<file path="src/rtl/calib_sequencer.sv">
// HSV threshold calibration sequencer for AirPong: walks PUCK, PADDLE1 and PADDLE2
// through seed/tune/commit and turns held adjust levels into single and auto-repeat pulses.
module calib_sequencer #(
  parameter int unsigned REPEAT_DELAY = 16250000,
  parameter int unsigned REPEAT_RATE  = 4875000,
  parameter int unsigned CNT_W        = 25
) (
  input  logic       clk,
  input  logic       rst_n,
  input  logic       btn_start_pulsed,
  input  logic       btn_enter_pulsed,
  input  logic       btn_next_pulsed,
  input  logic       btn_cancel_pulsed,
  input  logic [3:0] adj_level,
  output logic [1:0] obj_sel,
  output logic [1:0] target,
  output logic       enable_threshold,
  output logic       update_value,
  output logic       enter_out,
  output logic       min_incr_out,
  output logic       min_decr_out,
  output logic       max_incr_out,
  output logic       max_decr_out,
  output logic       commit_strobe,
  output logic       calib_done
);

  typedef enum logic [2:0] {
    IDLE   = 3'd0,
    SAMPLE = 3'd1,
    TUNE   = 3'd2,
    COMMIT = 3'd3,
    DONE   = 3'd4
  } state_t;

  localparam logic [CNT_W-1:0] DELAY_END = CNT_W'(REPEAT_DELAY - 1);
  localparam logic [CNT_W-1:0] RATE_END  = CNT_W'(REPEAT_RATE - 1);

  state_t           state, state_d;
  logic [1:0]       target_d, obj_sel_d;
  logic             enter_d, commit_d, enable_d, done_d;
  logic [3:0]       adj_d;
  logic [CNT_W-1:0] cnt, cnt_d;
  logic             rep, rep_d;
  // active button as {valid, index}; index 0 = min_incr ... 3 = max_decr
  logic [2:0]       btn, btn_d, act;
  logic             tune_stay;

  always_comb begin
    act = 3'b000;
    if      (adj_level[0]) act = 3'b100;
    else if (adj_level[1]) act = 3'b101;
    else if (adj_level[2]) act = 3'b110;
    else if (adj_level[3]) act = 3'b111;
  end

  always_comb begin
    state_d   = state;
    target_d  = target;
    obj_sel_d = obj_sel;
    enter_d   = 1'b0;
    commit_d  = 1'b0;
    adj_d     = '0;
    cnt_d     = cnt;
    rep_d     = rep;
    btn_d     = btn;
    tune_stay = 1'b0;

    unique case (state)
      IDLE: begin
        if (btn_start_pulsed) begin
          state_d   = SAMPLE;
          target_d  = 2'd0;
          obj_sel_d = 2'd0;
        end
      end
      SAMPLE: begin
        if (btn_cancel_pulsed) begin
          state_d   = IDLE;
          target_d  = 2'd0;
          obj_sel_d = 2'd0;
        end else if (btn_enter_pulsed) begin
          enter_d   = 1'b1;
          state_d   = TUNE;
          obj_sel_d = 2'd0;
        end
      end
      TUNE: begin
        if (btn_cancel_pulsed) begin
          state_d   = IDLE;
          target_d  = 2'd0;
          obj_sel_d = 2'd0;
        end else if (btn_enter_pulsed) begin
          state_d  = COMMIT;
          commit_d = 1'b1;
        end else begin
          tune_stay = 1'b1;
          if (btn_next_pulsed) obj_sel_d = (obj_sel == 2'd2) ? 2'd0 : obj_sel + 2'd1;
        end
      end
      COMMIT: begin
        obj_sel_d = 2'd0;
        if (target == 2'd2) begin
          state_d = DONE;
        end else begin
          state_d  = SAMPLE;
          target_d = target + 2'd1;
        end
      end
      DONE: begin
        if (btn_cancel_pulsed) begin
          state_d   = IDLE;
          target_d  = 2'd0;
          obj_sel_d = 2'd0;
        end else if (btn_start_pulsed) begin
          state_d   = SAMPLE;
          target_d  = 2'd0;
          obj_sel_d = 2'd0;
        end
      end
      default: begin
        state_d   = IDLE;
        target_d  = 2'd0;
        obj_sel_d = 2'd0;
      end
    endcase

    // Repeat engine runs only while the FSM stays in TUNE; any exit wipes it.
    if (!tune_stay || !act[2]) begin
      cnt_d = '0;
      rep_d = 1'b0;
      btn_d = 3'b000;
    end else if (act != btn) begin
      adj_d = 4'b0001 << act[1:0];
      cnt_d = '0;
      rep_d = 1'b0;
      btn_d = act;
    end else if (!rep && cnt == DELAY_END) begin
      adj_d = 4'b0001 << act[1:0];
      cnt_d = '0;
      rep_d = 1'b1;
    end else if (rep && cnt == RATE_END) begin
      adj_d = 4'b0001 << act[1:0];
      cnt_d = '0;
    end else if (cnt != '1) begin
      cnt_d = cnt + 1'b1;
    end

    enable_d = (state_d == SAMPLE) || (state_d == TUNE) || (state_d == COMMIT);
    done_d   = (state_d == DONE);
  end

  always_ff @(posedge clk or negedge rst_n) begin
    if (!rst_n) begin
      state            <= IDLE;
      target           <= 2'd0;
      obj_sel          <= 2'd0;
      enable_threshold <= 1'b0;
      update_value     <= 1'b0;
      enter_out        <= 1'b0;
      commit_strobe    <= 1'b0;
      calib_done       <= 1'b0;
      min_incr_out     <= 1'b0;
      min_decr_out     <= 1'b0;
      max_incr_out     <= 1'b0;
      max_decr_out     <= 1'b0;
      cnt              <= '0;
      rep              <= 1'b0;
      btn              <= 3'b000;
    end else begin
      state            <= state_d;
      target           <= target_d;
      obj_sel          <= obj_sel_d;
      enable_threshold <= enable_d;
      update_value     <= enable_d;
      enter_out        <= enter_d;
      commit_strobe    <= commit_d;
      calib_done       <= done_d;
      min_incr_out     <= adj_d[0];
      min_decr_out     <= adj_d[1];
      max_incr_out     <= adj_d[2];
      max_decr_out     <= adj_d[3];
      cnt              <= cnt_d;
      rep              <= rep_d;
      btn              <= btn_d;
    end
  end

endmodule

</file>
<file path="config.mk">
export PLATFORM = sky130hd
export DESIGN_NAME = calib_sequencer
export DESIGN_NICKNAME = d
export VERILOG_FILES = /design/src/rtl/calib_sequencer.sv
export SDC_FILE = /design/constraint.sdc
export NUM_CORES = 1
export LEC_CHECK = 0
export ABC_AREA = 1
export BUFFER_PORTS_ARGS = -buffer_cell sky130_fd_sc_hd__buf_2
export CAP_MARGIN = 40
export CORE_UTILIZATION = 33
export CTS_CLUSTER_SIZE = 14
export DETAILED_ROUTE_END_ITERATION = 16
export HOLD_SLACK_MARGIN = 0.05
export PLACE_DENSITY = 0.62
export SETUP_SLACK_MARGIN = 0.3
export SYNTH_ARGS = -nofsm -noshare
export SYNTH_HDL_FRONTEND = slang
export SYNTH_SLANG_ARGS = --single-unit
</file>
<file path="constraint.sdc">
create_clock -name clk -period 1.7 [get_ports clk]
set_input_delay 0.085 -clock clk [delete_from_list [all_inputs] [get_ports clk]]
set_output_delay 0.085 -clock clk [all_outputs]
set_load 0.005 [all_outputs]
</file>
Word-level counts from Yosys, hierarchy flattened
Index checks and enable logic that the tools add are counted.
{"block": "classes", "shifts": 1, "n_lt_le_gt_ge": 0, "n_reduce_logical": 15, "mux": 47, "n_eq_ne": 19, "addsub": 3, "n_div": 0, "bitwise": 0, "mul": 0}
{"op": "$mux 25", "n": 5}
{"op": "$mux 3", "n": 13}
{"op": "$add 25x1->25 const B", "n": 1}
{"op": "$eq 25x23->1 const B", "n": 1}
{"op": "$eq 25x24->1 const B", "n": 1}
{"op": "$ne 25x25->1 const B", "n": 1}
{"op": "$mux 2", "n": 12}
{"op": "$mux 4", "n": 4}
{"op": "$pmux 2 s4", "n": 2}
{"op": "$pmux 3 s5", "n": 1}
{"op": "$eq 3x2->1 const B", "n": 4}
{"op": "$mux 1", "n": 10}
{"op": "$ne 3x3->1 const B", "n": 3}
{"op": "$eq 3x1->1 const B", "n": 2}
{"op": "$eq 3x3->1 const B", "n": 2}
{"op": "$reduce_bool 5->1", "n": 1}
{"op": "$add 2x1->2 const B", "n": 2}
{"op": "$eq 2x2->1 const B", "n": 2}
{"op": "$shl 1x2->4 const A", "n": 1}
{"op": "$logic_not 1->1", "n": 3}
{"op": "$logic_not 3->1", "n": 1}
{"op": "$logic_or 1x1->1", "n": 3}
{"op": "$ne 3x3->1", "n": 1}
{"op": "$reduce_and 3->1", "n": 1}
{"op": "other kinds (7)", "n": 8}
{"block": "totals", "elab_cells": 99, "ff_bits": 44, "memories": 0, "rom_bits": 0, "ramBits": 0, "inputBits": 10, "latch_bits": 0}

Longest topological paths before layout
{"block": "logic_depth", "word_depth": 9, "ltp_mapped": 12}

Least setup slack after synthesis
No wires, ideal clock.
{"block": "synth_timing", "kind": "flip-flop to flip-flop", "from": "register cnt[0]", "to": "register cnt[21]", "setup_time_ns": 0.119, "period_less_slack_ns": 1.628, "path_buffers": 1, "path_slack_ns": 0.072, "stages_incl_launch_ff": 12, "arrival_time_ns": 1.509, "cell_sequence": "dfrtp_1 ha_1 nand2_1 nor2_4 nand2_4 nor2_8 nand3_4 buf_6 nand2_2 inv_2 a21oi_1 nor2_1"}
{"block": "synth_between", "elab_chain_len": 6, "word_cells_on_any_way": 12, "cone_classes": "1 x add/sub; 3 x eq/ne; 5 x mux; 3 x reduce/logical"}
{"item": "start: declaration", "line_no": "43", "rtl": "logic [CNT_W-1:0] cnt, cnt_d;"}
{"item": "start signal: assignment", "line_no": "183", "rtl": "cnt <= cnt_d;"}
{"item": "$add 25x1->25 / $eq 25x23->1 (equally long branches)", "line_no": "146, 142"}
{"item": "$mux 25 / $logic_and 1x1->1 (equally long branches)", "line_no": "145, 142"}
{"item": "$mux 25", "line_no": "142", "rtl": "end else if (rep && cnt == RATE_END) begin"}
{"item": "$mux 25", "line_no": "138", "rtl": "end else if (!rep && cnt == DELAY_END) begin"}
{"item": "$mux 25", "line_no": "133", "rtl": "end else if (act != btn) begin"}
{"item": "$mux 25", "line_no": "129", "rtl": "if (!tune_stay || !act[2]) begin"}
Several ways; a longest one is shown, not always the timed one. The select of a mux whose other input is x is not followed.
A chain may end at the register's enable or synchronous reset.

Worst setup path after layout
{"block": "layout_timing", "from": "register cnt[0]", "to": "register rep"}
{"block": "layout_between", "elab_chain_len": 3}
{"item": "$eq 25x24->1", "line_no": "138"}
{"item": "$logic_and 1x1->1", "line_no": "138"}
{"item": "$reduce_bool 3->1 (no source line)"}
{"item": "end signal: assignment", "line_no": "184", "rtl": "rep <= rep_d;"}
{"item": "end: declaration", "line_no": "44", "rtl": "logic rep, rep_d;"}
No other way between the ends.

==> key figures <==
Placement
  – Routability Congestion: 0.853
  – Detailed Place HPWL: 4340 microns
  – Number of port buffers: 22

Detailed routing
  – Final wirelength: 6300 microns
  – Initial DRC Count: 110
  – Vias per cell: 4.77
  – Routed vias: 2378
  – Avg WL per Cell: 12.6 microns
  – Drt first pass iters: 4
  – DRC: 0
  – ANT nets after route: 0

Floorplanning
  – Chip height: 89.3 microns
  – Die Area: 7970 sq um
  – Site row count: 31
  – Initial core utilization: 0.345
  – Core Region: 7290 sq um
  – Die width: 89.3 microns
  – Io pins: 23

Worst setup path
  – Crit path max fanout: 3
  – Critical-path cell list: ha_4 -> nand2_4 -> nor2_4 -> nand2_2 -> nor2_4 -> buf_6 -> buf_6 -> buf_6 -> a21oi_2 -> nor4_2
  – Critical path endpoint category: flip-flop
  – Arr. time, crit path: 1.93 ns
  – Most used cell, CP: buf_6
  – Worst setup path class: flip-flop to flip-flop
  – Critical Path RT: 1.91 ns
  – Max stage delay on crit path: 0.40 ns
  – CP max-delay cell: dfrtp_1
  – Startpoint Class: flip-flop
  – Cell family with most CP delay: simple AND/OR/NAND/NOR gates
  – WP buf/inv: 3

STA
  – Final Slew Violations: 0
  – Hold Violations, Final: 0
  – Slew margin rel.: 0.617
  – Setup Skew: 0.0135 ns
  – Setup-failing EPs final: 1
  – Tmin final: 1.72 ns
  – RSZ-0062 raised after global routing: yes
  – Fmax: 583 MHz
  – Worst Hold Slack: 0.0662 ns
  – Setup total negative slack: -0.0151 ns
  – Least-Margin Pin Slew: 0.575 ns
  – Tcrit/Tclk final: 1.01
  – Setup ws final: -0.0151 ns

Yosys
  – Synth Area in Adders: 0.00996
  – Number of synthesis warnings: 0
  – Post-synth EDFFs: 0
  – Synthesized Nets: 346
  – Synth cell types: 33
  – Post-synthesis area per instance: 7.52 sq um
  – XOR/XNOR share of the synthesized area: 0.0139
  – FFs w/ async S/R, synth: 1.00
  – Post-Syn Instances: 334
  – #FFs+latches synth: 44
  – Mapped cell area: 2510 sq um
  – Sequential share of the synthesized area: 0.438
  – Largest family of logic cells by synthesized area: simple AND/OR/NAND/NOR gates
  – Primary FF master, synth: dfrtp_1
  – Simple-gate share of the synthesized area: 0.377
  – Post-synthesis mux area share: 0
  – Post-synthesis compound-gate area fraction: 0.0712

Clocking
  – H-tree depth: 2
  – Sink Count: 44
  – CTS Buffer Depth: 2
  – Worst-path clk slew: 0.09 ns
  – Worst-Skew Late Latency: 0.31 ns
  – CTS tree: yes
  – Clk root buf: clkbuf_8
  – Num CTS Buffers: 5

Layout
  – ANT cells: 0
  – Final nets: 411
  – Layout cells sized above 1: 0.343
  – Storage cell area: 1110 sq um
  – Footprint of the multi-input gates: 1380 sq um
  – Area grow syn2layout: 34.6%
  – FILL cells: 734

Power
  – Net Sw Frac: 0.295
  – Peak VDD IR: 626 uV
  – Switch Pwr: 675 uW
  – Pwr dens: 677 nW/um^2
  – Internal power: 1610 uW
  – Clock share of power: 0.314
  – Part of the power in registers: 0.502
  – Leak: 0.00151 uW
  – Combinational Power Share: 0.184

Worst hold path
  – Hold Path Class: input port to flip-flop

Global routing
  – GR Overflow Total: 0
  – Vias in the first global route: 2300
  – Largest net degree at the start of global routing: 24
  – Initial antenna violation count: 0
  – First-pass GRT wire length: 10400 microns
  – All-Layer GR Usage: 0.173

Outcome
  – Failing checks: setup timing
  – Status: finished with violations

Run
  – Maxcap violations: 0
## state kept, by name, indices dropped and copies added, names as in the netlist
register	count
min_incr_out	1
calib_done	1
cnt	25
enter_out	1
target	2
update_value	1
obj_sel	2
rep	1
state	3
max_incr_out	1
min_decr_out	1
commit_strobe	1
max_decr_out	1
btn	3
## layer usage
metal / GRT usage / share of wire / up-vias
met4: 0.0635 / 0.025 / 0
met1: 0.226 / 0.47 / 1122
met3: 0.0369 / 0.038 / 13
li1: - / - / 1196
met5: 0 / 0 / -
met2: 0.281 / 0.47 / 47
## power by group through the flow
stage	clock network [uW]	registers [uW]	logic, uW
final	719	1150	420
after global routing	781	1160	475
after CTS	740	1150	380
after detailed placement	0	1170	340
after global placement	0	1170	342
after floorplan	0	1170	218
## cell families after synthesis
logic type / after synthesis
and+or+nand+nor: 197
buffers and inverters: 53
DFF: 44
AOI/OAI and AO/OA: 34
xor gates and xnor gates: 4
adders and majority gates: 2
## worst paths after layout
path | startpoint | endpoint | slack, ns | cells after the start
setup reg to reg | cnt[0] | rep | -0.02 | 10
setup / recovery | cnt[0] | rep | -0.02 | 10
max in group asynchronous | rst_n | cnt[5] | 0.67 | 3
min in group asynchronous | rst_n | cnt[7] | 0.31 | 2
hold reg to reg | target[1] | target[1] | 0.53 | 2
hold / removal | adj_level[0] | max_incr_out | 0.07 | 3
## worst min-delay path, stage by stage
cell	delay, ns
buf_2	0.11
inv_1	0.09
a21oi_2	0.06
## cell usage in the layout (no fill, tap or decap), types with 8 or more instances in the layout
cell / n
nand2_1: 64
dfrtp_1: 35
a21oi_2: 9
dfrtp_2: 9
nor2_4: 8
buf_2: 22
nand2_2: 8
o21ai_0: 9
inv_1: 42
buf_4: 26
nor2_1: 55
nand3_1: 13
nor2_2: 8
buf_6: 10
nand4_1: 13
## synth_stat cells, types with 4 or more instances
cell | count | area (sq um)
nor2_1 | 63 | 236
nand2_1 | 70 | 263
nor4_1 | 4 | 25.0
inv_1 | 45 | 169
o21ai_0 | 15 | 75.1
nand4_1 | 13 | 81.3
nor2_2 | 4 | 25.0
nand2_2 | 5 | 31.3
nor2_4 | 4 | 45.0
nand3_1 | 17 | 85.1
dfrtp_1 | 44 | 1100
nor3_1 | 5 | 25.0
a21oi_1 | 15 | 75.1
## metrics by stage
| step | std cells | utilization | power, uW | worst slack (ns) | instance area (sq um) |
|---|---|---|---|---|---|
| after CTS | 497 | 0.441 | 2270 | 0.0772 | 3210 |
| after detailed placement | 477 | 0.405 | 1510 | -0.0713 | 2950 |
| after global routing | 499 | 0.464 | 2410 | -0.130 | 3380 |
| after global placement | 477 | 0.405 | 1510 | -0.0237 | 2950 |
| after floorplan | 334 | - | 1380 | 0.121 | 2550 |
| final | 499 | 0.464 | 2290 | -0.0151 | 3380 |
## repair_timing
| item | 4_1_cts | 5_1_grt |
|---|---|---|
| pin swaps | 8 | 13 |
| cloned | 1 | 0 |
| setup buffers | 8 | 2 |
| endpoints found under the hold margin | 24 | 0 |
| hold buffers | 3 | 0 |
| setup endpoints to repair | 33 | 36 |
| resized for setup | 21 | 44 |
## cell type report
| type | count | share of cell area |
|---|---|---|
| clock buffers | 6 | 0.0244 |
| well taps | 99 | 0.0366 |
| clock inverters | 2 | 0.00444 |
| flip-flops and latches | 44 | 0.329 |
| inverters | 48 | 0.0540 |
| repair buffers | 63 | 0.144 |
| multi-input cells | 237 | 0.407 |
Power figures use the tool's default switching activity.
